## src/rtl/demux1_2_buf.sv

```systemverilog
// rtl/demux1_2_buf.sv - buffered 1-to-2 stream demultiplexer
// One select-tagged input stream fanned out into two independent FIFO-backed channels.
module demux1_2_buf #(
  parameter int WIDTH = 8,
  parameter int DEPTH = 4
) (
  input  logic                     clk,
  input  logic                     rst_n,
  input  logic                     in_valid,
  output logic                     in_ready,
  input  logic [WIDTH-1:0]         in_data,
  input  logic                     in_sel,
  output logic                     out0_valid,
  input  logic                     out0_ready,
  output logic [WIDTH-1:0]         out0_data,
  output logic                     out1_valid,
  input  logic                     out1_ready,
  output logic [WIDTH-1:0]         out1_data,
  output logic [$clog2(DEPTH):0]   cnt0,
  output logic [$clog2(DEPTH):0]   cnt1
);

  localparam int AW = $clog2(DEPTH);

  // Pointers carry one extra wrap bit so full and empty are distinguishable.
  logic [AW:0]      wr_ptr_q [2];
  logic [AW:0]      wr_ptr_d [2];
  logic [AW:0]      rd_ptr_q [2];
  logic [AW:0]      rd_ptr_d [2];
  logic [WIDTH-1:0] mem_q    [2][DEPTH];
  logic [WIDTH-1:0] mem_d    [2][DEPTH];

  logic [1:0] full;
  logic [1:0] empty;
  logic [1:0] push;
  logic [1:0] pop;
  logic [1:0] out_ready;

  assign out_ready = {out1_ready, out0_ready};

  always_comb begin
    full  = '0;
    empty = '0;
    for (int ch = 0; ch < 2; ch++) begin
      empty[ch] = (wr_ptr_q[ch] == rd_ptr_q[ch]);
      full[ch]  = (wr_ptr_q[ch][AW-1:0] == rd_ptr_q[ch][AW-1:0]) &&
                  (wr_ptr_q[ch][AW] != rd_ptr_q[ch][AW]);
    end
  end

  // No credit for a same-cycle pop: readiness depends only on registered fullness.
  assign in_ready = rst_n && !full[in_sel];

  always_comb begin
    push = '0;
    pop  = '0;
    for (int ch = 0; ch < 2; ch++) begin
      push[ch]     = in_valid && in_ready && (in_sel == 1'(ch));
      pop[ch]      = !empty[ch] && out_ready[ch];
      wr_ptr_d[ch] = wr_ptr_q[ch] + {{AW{1'b0}}, push[ch]};
      rd_ptr_d[ch] = rd_ptr_q[ch] + {{AW{1'b0}}, pop[ch]};
      for (int i = 0; i < DEPTH; i++) begin
        mem_d[ch][i] = mem_q[ch][i];
      end
      if (push[ch]) begin
        mem_d[ch][wr_ptr_q[ch][AW-1:0]] = in_data;
      end
    end
  end

  always_ff @(posedge clk) begin
    if (!rst_n) begin
      for (int ch = 0; ch < 2; ch++) begin
        wr_ptr_q[ch] <= '0;
        rd_ptr_q[ch] <= '0;
        for (int i = 0; i < DEPTH; i++) begin
          mem_q[ch][i] <= '0;
        end
      end
    end else begin
      for (int ch = 0; ch < 2; ch++) begin
        wr_ptr_q[ch] <= wr_ptr_d[ch];
        rd_ptr_q[ch] <= rd_ptr_d[ch];
        for (int i = 0; i < DEPTH; i++) begin
          mem_q[ch][i] <= mem_d[ch][i];
        end
      end
    end
  end

  assign out0_valid = !empty[0];
  assign out1_valid = !empty[1];
  assign out0_data  = mem_q[0][rd_ptr_q[0][AW-1:0]];
  assign out1_data  = mem_q[1][rd_ptr_q[1][AW-1:0]];
  assign cnt0       = wr_ptr_q[0] - rd_ptr_q[0];
  assign cnt1       = wr_ptr_q[1] - rd_ptr_q[1];

endmodule

```

## config.mk

```make
export PLATFORM = sky130hd
export DESIGN_NAME = demux1_2_buf
export DESIGN_NICKNAME = d
export VERILOG_FILES = /design/src/rtl/demux1_2_buf.sv
export SDC_FILE = /design/constraint.sdc
export NUM_CORES = 1
export LEC_CHECK = 0
export CELL_PAD_IN_SITES_DETAIL_PLACEMENT = 1
export CELL_PAD_IN_SITES_GLOBAL_PLACEMENT = 1
export CORE_MARGIN = 3
export CORE_UTILIZATION = 35
export CTS_BUF_LIST = sky130_fd_sc_hd__clkbuf_8
export DETAILED_ROUTE_END_ITERATION = 16
export GPL_TIMING_DRIVEN = 0
export PLACE_DENSITY = 0.63
export SYNTH_ARGS = -nofsm -noshare
export SYNTH_HDL_FRONTEND = slang
export SYNTH_SLANG_ARGS = --single-unit
```

## constraint.sdc

```tcl
create_clock -name clk -period 6.1 [get_ports clk]
set_clock_uncertainty 0.2 [all_clocks]
set_input_delay 0.61 -clock clk [delete_from_list [all_inputs] [get_ports clk]]
set_output_delay 0.61 -clock clk [all_outputs]
set_load 0.01 [all_outputs]
```

==> impl_metrics.csv, run 1 <==
group,metric,value,unit
cts,post-cts-setup-buffers,0,
layout,fin_util,43.8,%
run,drv_cap,0,
status,status,"finished, final reports clean",
timing,fin_setup_tns,0,ns
power,p_per_area,243,nW/um^2
detailed_routing,wl,9870,um
critical_path,worstSetupStartpointType,"flip-flop",
cts,clock_path_buffers,2,
yosys,synthDominantCellAreaShare,31.0,%
detailed_routing,drt_first_iter_violations,114,
timing,holdWs,0.266,ns
place,port-buffer-count,37,
cts,cts_buffers,9,
worst_hold_path,hp-class,"reg2reg",
yosys,synth_seq_cells,76,
yosys,synth_area_leaders,"edfxtp_1 (31%), dfxtp_1 (19%), mux2i_1 (10%)",
layout,nets,423,
detailed_routing,vias,2768,
critical_path,critical_path_arrival,2.96,ns
layout,num-fill-cells,1168,
yosys,synth.net_count,374,
floorplanning,start_util,36.7,%
timing,max_freq,265,MHz
cts,clk_pin_slew,0.08,ns
layout,diodes,0,
grt,grt_pass1_vias,2974,
grt,grt_first_pass_wirelength,16200,um
power,p_leak,1.97,nW
yosys,syn_inst,346,
timing,worst_pin_slew,0.785,ns
yosys,yosysWarningCount,0,
critical_path,cpMostUsedCell,"clkbuf_1",
critical_path,critPathMaxStageDelay,0.55,ns
cts,root_buffer,"clkbuf_8",
critical_path,worst-path-buf-inv,4,
cts,insertion_delay,0.35,ns
detailed_routing,via_per_inst,5.16,
grt,track_usage,16.7,%
floorplanning,die_h,111,um
layout,final_cell_mix,"nand2_1 (60), mux2i_1 (40), edfxtp_1 (40)",
timing,period_needed,3.77,ns
yosys,synth.avg_cell_area,11.2,um^2
timing,slew_headroom,47.7,%
detailed_routing,firstDrtPassIters,6,
floorplanning,core_area,10600,um^2
power,worst_ir_drop_vdd,0.136,mV
yosys,synth-seq-area-share,49.6,%
cts,cts_resized,0,
cts,htreeDepth,3,
detailed_routing,wl_per_cell,18.4,um
place,hpwl,6970,um
detailed_routing,drc,0,
cts,cts_tree,"built",
critical_path,worstRegToRegCells,8,
floorplanning,fp-row-count,37,
cts,postCtsHoldBufs,0,
worst_hold_path,hold_depth,2,
layout,multi_input_area,1830,um^2
layout,layout_commonest_cell,"nand2_1",
cts,cts_sinks,76,
floorplanning,ioPinCount,39,
grt,gr-total-overflow,0,
critical_path,endpoint_kind,"primary output",
timing,rsz0062_at_grt,"false",
timing,hold_violations,0,
detailed_routing,ant_nets,0,
layout,drive_gt1_share,10.3,%
timing,slew_violations,0,
critical_path,cp_num_cells,7,
grt,grt_max_degree,22,
yosys,synth_top_area_cell,"edfxtp_1",
critical_path,path_delay_family,"buffers and inverters",
layout,area_delta_synth_final,19.3,%
critical_path,path_cells,"clkbuf_1 -> clkbuf_1 -> inv_1 -> ha_1 -> fa_1 -> xnor2_1 -> clkdlybuf4s50_1",
floorplanning,die_w,111,um
layout,register_area,1920,um^2
critical_path,crit_required,5.29,ns
critical_path,slowest_stage,"clkdlybuf4s50_1",
critical_path,cp_max_fo,10,
place,gp_congestion,0.739,
timing,setup_violations,0,
critical_path,crit_type,"reg2out",
grt,antenna_found_initial,0,
yosys,synth_area,3870,um^2
timing,period_share,61.8,%
yosys,synth_cell_types,25,
floorplanning,dieArea,12400,um^2
-- final timing paths --
path / end / slack (ns) / from
worst min register to register: flip-flop / 0.27 / flip-flop
worst max register to register: mem_q[0][22] / 3.08 / wr_ptr_q[0][0]
worst max-delay path: cnt0[2] / 2.33 / wr_ptr_q[0][0]
worst min-delay path: flip-flop / 0.27 / flip-flop
-- power breakdown --
part / internal (mW) / switching (mW) / leakage [nW]
combinational: 0.0965 / 0.101 / 1.17
clock: 0.146 / 0.199 / 0.0922
sequential: 0.567 / 0.0143 / 0.712
total: 0.810 / 0.314 / 1.97
-- Yosys cell counts, drive strengths merged --
cell	n
and2	10
fa	2
o21ai	17
dfxtp	36
a211oi	1
clkbuf	19
nand3	10
a21oi	24
buf	3
ha	12
nor2	24
xnor2	8
mux2i	40
o211ai	3
and4	1
o2111ai	1
nand2	60
edfxtp	40
nor3	2
nand2b	3
and4b	2
mux4	16
inv	12
-- per-layer routing --
metal	part of all wire, %	vias up	routed length (um)	GRT usage, %
met2	50	40	4890	28.0
met1	47	1394	4610	21.9
li1	-	1326	-	-
met3	2.8	8	273	4.31
met4	0.98	0	97	3.49
met5	0	-	0	0
-- stage by stage --
stage | cell area, um^2 | total power, mW | setup WS (ns) | cells
2_1_floorplan | 3870 | 0.699 | 1.75 | 346
6_report | 4620 | 1.12 | 2.33 | 536
3_5_place_dp | 4450 | 0.793 | 2.70 | 520
4_1_cts | 4620 | 1.14 | 2.31 | 536
3_3_place_gp | 4410 | 0.787 | 0.0701 | 519
5_1_grt | 4620 | 1.18 | 2.05 | 536
-- cell type report --
type | instances | area share, %
flip-flops and latches | 76 | 41.6
multi-input cells | 236 | 39.6
repair buffers | 38 | 8.62
well taps | 136 | 3.68
clock buffers | 9 | 2.68
plain buffers | 22 | 1.90
inverters | 12 | 0.975
clock inverters | 7 | 0.948
-- worst reg2reg max path, delay by kind of cell (launching register included) --
kind	cells	cell delay, ns
AOI/OAI and AO/OA	1	0.50
buffers and inverters	4	1.15
DFF	1	0.37
and+or+nand+nor	2	0.17
adders and majority gates	1	0.34
-- kinds of logic (layout without fill, tap and decap cells) --
| logic type | Yosys count | after routing | synth area share [%] |
|---|---|---|---|
| AOI/OAI and AO/OA | 46 | 46 | 7.82 |
| DFF | 76 | 76 | 49.6 |
| muxes | 56 | 56 | 19.7 |
| and+or+nand+nor | 112 | 112 | 12.5 |
| adders and majority gates | 14 | 14 | 4.91 |
| xor gates and xnor gates | 8 | 8 | 2.00 |
| buffers and inverters | 34 | 88 | 3.43 |
Note: power is estimated with default switching activity, not from simulation.
==> inputs of run 2 (changes only) <==
--- a/config.mk
+++ b/config.mk
@@ -12,7 +12,7 @@
 export CTS_BUF_LIST = sky130_fd_sc_hd__clkbuf_8
 export DETAILED_ROUTE_END_ITERATION = 16
 export GPL_TIMING_DRIVEN = 0
-export PLACE_DENSITY = 0.63
+export PLACE_DENSITY = 0.65
 export SYNTH_ARGS = -nofsm -noshare
 export SYNTH_HDL_FRONTEND = slang
 export SYNTH_SLANG_ARGS = --single-unit
==> constraint.sdc (replaced) <==
create_clock -name clk -period 3.1 [get_ports clk]
set_clock_uncertainty 0.2 [all_clocks]
set_input_delay 0.31 -clock clk [delete_from_list [all_inputs] [get_ports clk]]
set_output_delay 0.31 -clock clk [all_outputs]
set_load 0.01 [all_outputs]
==> run 2 against run 1 <==
Non-clock buffer count is 1 lower. Clock power is 110% higher. Critical path depth is 1 lower. Sequential cell count stayed put. Register-to-register slack worse by 2.6 ns. Utilization is 0.34 points higher. Die area stayed put. First-iteration DRC count is 9.6% lower. Power is 100% higher.
==> impl_metrics.csv, run 2 (synthesis results as in run 1) <==
group,metric,value,unit
status,status,"finished, final reports clean",
critical_path,slowest_stage,"clkdlybuf4s50_1",
timing,max_freq,342,MHz
place,gp_congestion,0.735,
floorplanning,ioPinCount,39,
timing,slew_violations,0,
layout,num-fill-cells,1176,
timing,fin_setup_tns,0,ns
detailed_routing,vias,2804,
critical_path,worstReg2RegStart,"wr_ptr_q[0][3]",
layout,register_area,1920,um^2
timing,slew_headroom,49.3,%
detailed_routing,drc,0,
detailed_routing,wl,10000,um
cts,htreeDepth,3,
run,drv_cap,0,
floorplanning,core_area,10600,um^2
critical_path,path_delay_family,"buffers and inverters",
grt,gr-total-overflow,0,
timing,hold_violations,0,
detailed_routing,via_per_inst,5.24,
timing,holdWs,0.261,ns
critical_path,crit_required,2.59,ns
critical_path,worstRegToRegCells,9,
grt,grt_pass1_vias,2981,
floorplanning,fp-row-count,37,
cts,postCtsHoldBufs,0,
grt,grt_first_pass_wirelength,16300,um
floorplanning,start_util,36.7,%
cts,clk_pin_slew,0.08,ns
grt,grt_max_degree,20,
cts,post-cts-setup-buffers,0,
detailed_routing,ant_nets,0,
place,dp_slack,-0.0453,ns
critical_path,cp_num_cells,6,
layout,diodes,0,
layout,layout_commonest_cell,"nand2_1",
power,worst_ir_drop_vdd,0.247,mV
critical_path,critPathMaxStageDelay,0.55,ns
layout,fin_util,44.1,%
timing,rsz0062_at_grt,"false",
place,place_area,4450,um^2
critical_path,crit_type,"reg2out",
grt,antenna_found_initial,0,
layout,final_cell_mix,"nand2_1 (59), mux2i_1 (40), edfxtp_1 (40)",
critical_path,r2r_setup_slack,0.50,ns
cts,cts_sinks,76,
critical_path,timing.critical_path.from,"wr_ptr_q[0][3]",
critical_path,worstSetupStartpointType,"flip-flop",
critical_path,path_cells,"clkbuf_2 -> inv_1 -> ha_1 -> fa_1 -> xnor2_1 -> clkdlybuf4s50_1",
detailed_routing,firstDrtPassIters,4,
cts,root_buffer,"clkbuf_8",
floorplanning,die_w,111,um
layout,fin_cells,535,
critical_path,rr_endpoint,"wr_ptr_q[0][4]",
worst_hold_path,hp-class,"reg2reg",
cts,cts_tree,"built",
timing,worst_pin_slew,0.761,ns
cts,insertion_delay,0.35,ns
worst_hold_path,hold_depth,2,
place,port-buffer-count,37,
floorplanning,die_h,111,um
grt,track_usage,16.8,%
layout,area_delta_synth_final,20.2,%
cts,clock_path_buffers,2,
critical_path,endpoint_kind,"primary output",
detailed_routing,wl_per_cell,18.7,um
timing,period_share,94.3,%
layout,fin_area,4650,um^2
layout,nets,422,
power,p_leak,2.01,nW
timing,period_needed,2.92,ns
detailed_routing,drt_first_iter_violations,103,
floorplanning,dieArea,12400,um^2
power,power.total,2.27,mW
critical_path,cp_max_fo,10,
cts,cts_buffers,9,
layout,drive_gt1_share,12.0,%
critical_path,critical_path_arrival,2.41,ns
place,hpwl,6960,um
layout,multi_input_area,1830,um^2
critical_path,worst-path-buf-inv,3,
timing,setup_violations,0,
place,place_inst,520,
power,p_per_area,487,nW/um^2
timing,setup_slack,0.176,ns
[run 2: cell count changes in the layout (fill, tap and decap cells not counted), sizes merged]
| cell | previous run | this run |
|---|---|---|
| clkinv | 5 | 4 |
| clkbuf | 28 | 27 |
| dlymetal6s2s | 0 | 1 |
| clkdlybuf4s50 | 37 | 36 |
| bufinv | 0 | 1 |
[run 2: what timing repair did]
action | CTS | global route
endpoints found under the hold margin | 0 | 0
endpoints found under the setup margin | 25 | 3
gates resized for setup | 12 | 4
[run 2: metal layers]
layer  track usage, %  share of wire, %
met1             21.1                45
met2             29.1                50
met3             3.22               3.1
met4             5.27               1.4
met5                0                 0
[run 2: area by class of cell]
type	instances	area share (%)
sequential	76	41.3
multi-input combinational	236	39.3
timing repair buffer	38	8.60
tap	136	3.66
clock buffer	9	2.66
buffer	21	2.18
clock inverter	7	1.29
inverter	12	0.968
[run 2: how the worst max path moves through the flow]
stage | endpoint | slack, ns
after floorplan | mem_q[0][0] | 0.21
after global placement | mem_q[0][21] | -0.65
after detailed placement | cnt0[2] | -0.05
after CTS | in_ready | 0.01
after global routing | cnt0[2] | 0.01
final | cnt1[2] | 0.18
[run 2: power by group]
| part | total, mW | switching (mW) | internal (mW) |
|---|---|---|---|
| Combinational | 0.391 | 0.200 | 0.191 |
| Clock | 0.732 | 0.369 | 0.363 |
| Sequential | 1.14 | 0.0284 | 1.12 |
[run 2: worst register-to-register path, delay by kind of cell (launching register included)]
family | cells | cell delay [ns]
compound gates | 1 | 0.41
fa+ha+maj | 3 | 0.80
flops | 1 | 0.39
buf+inv | 3 | 0.41
simple gates | 2 | 0.32
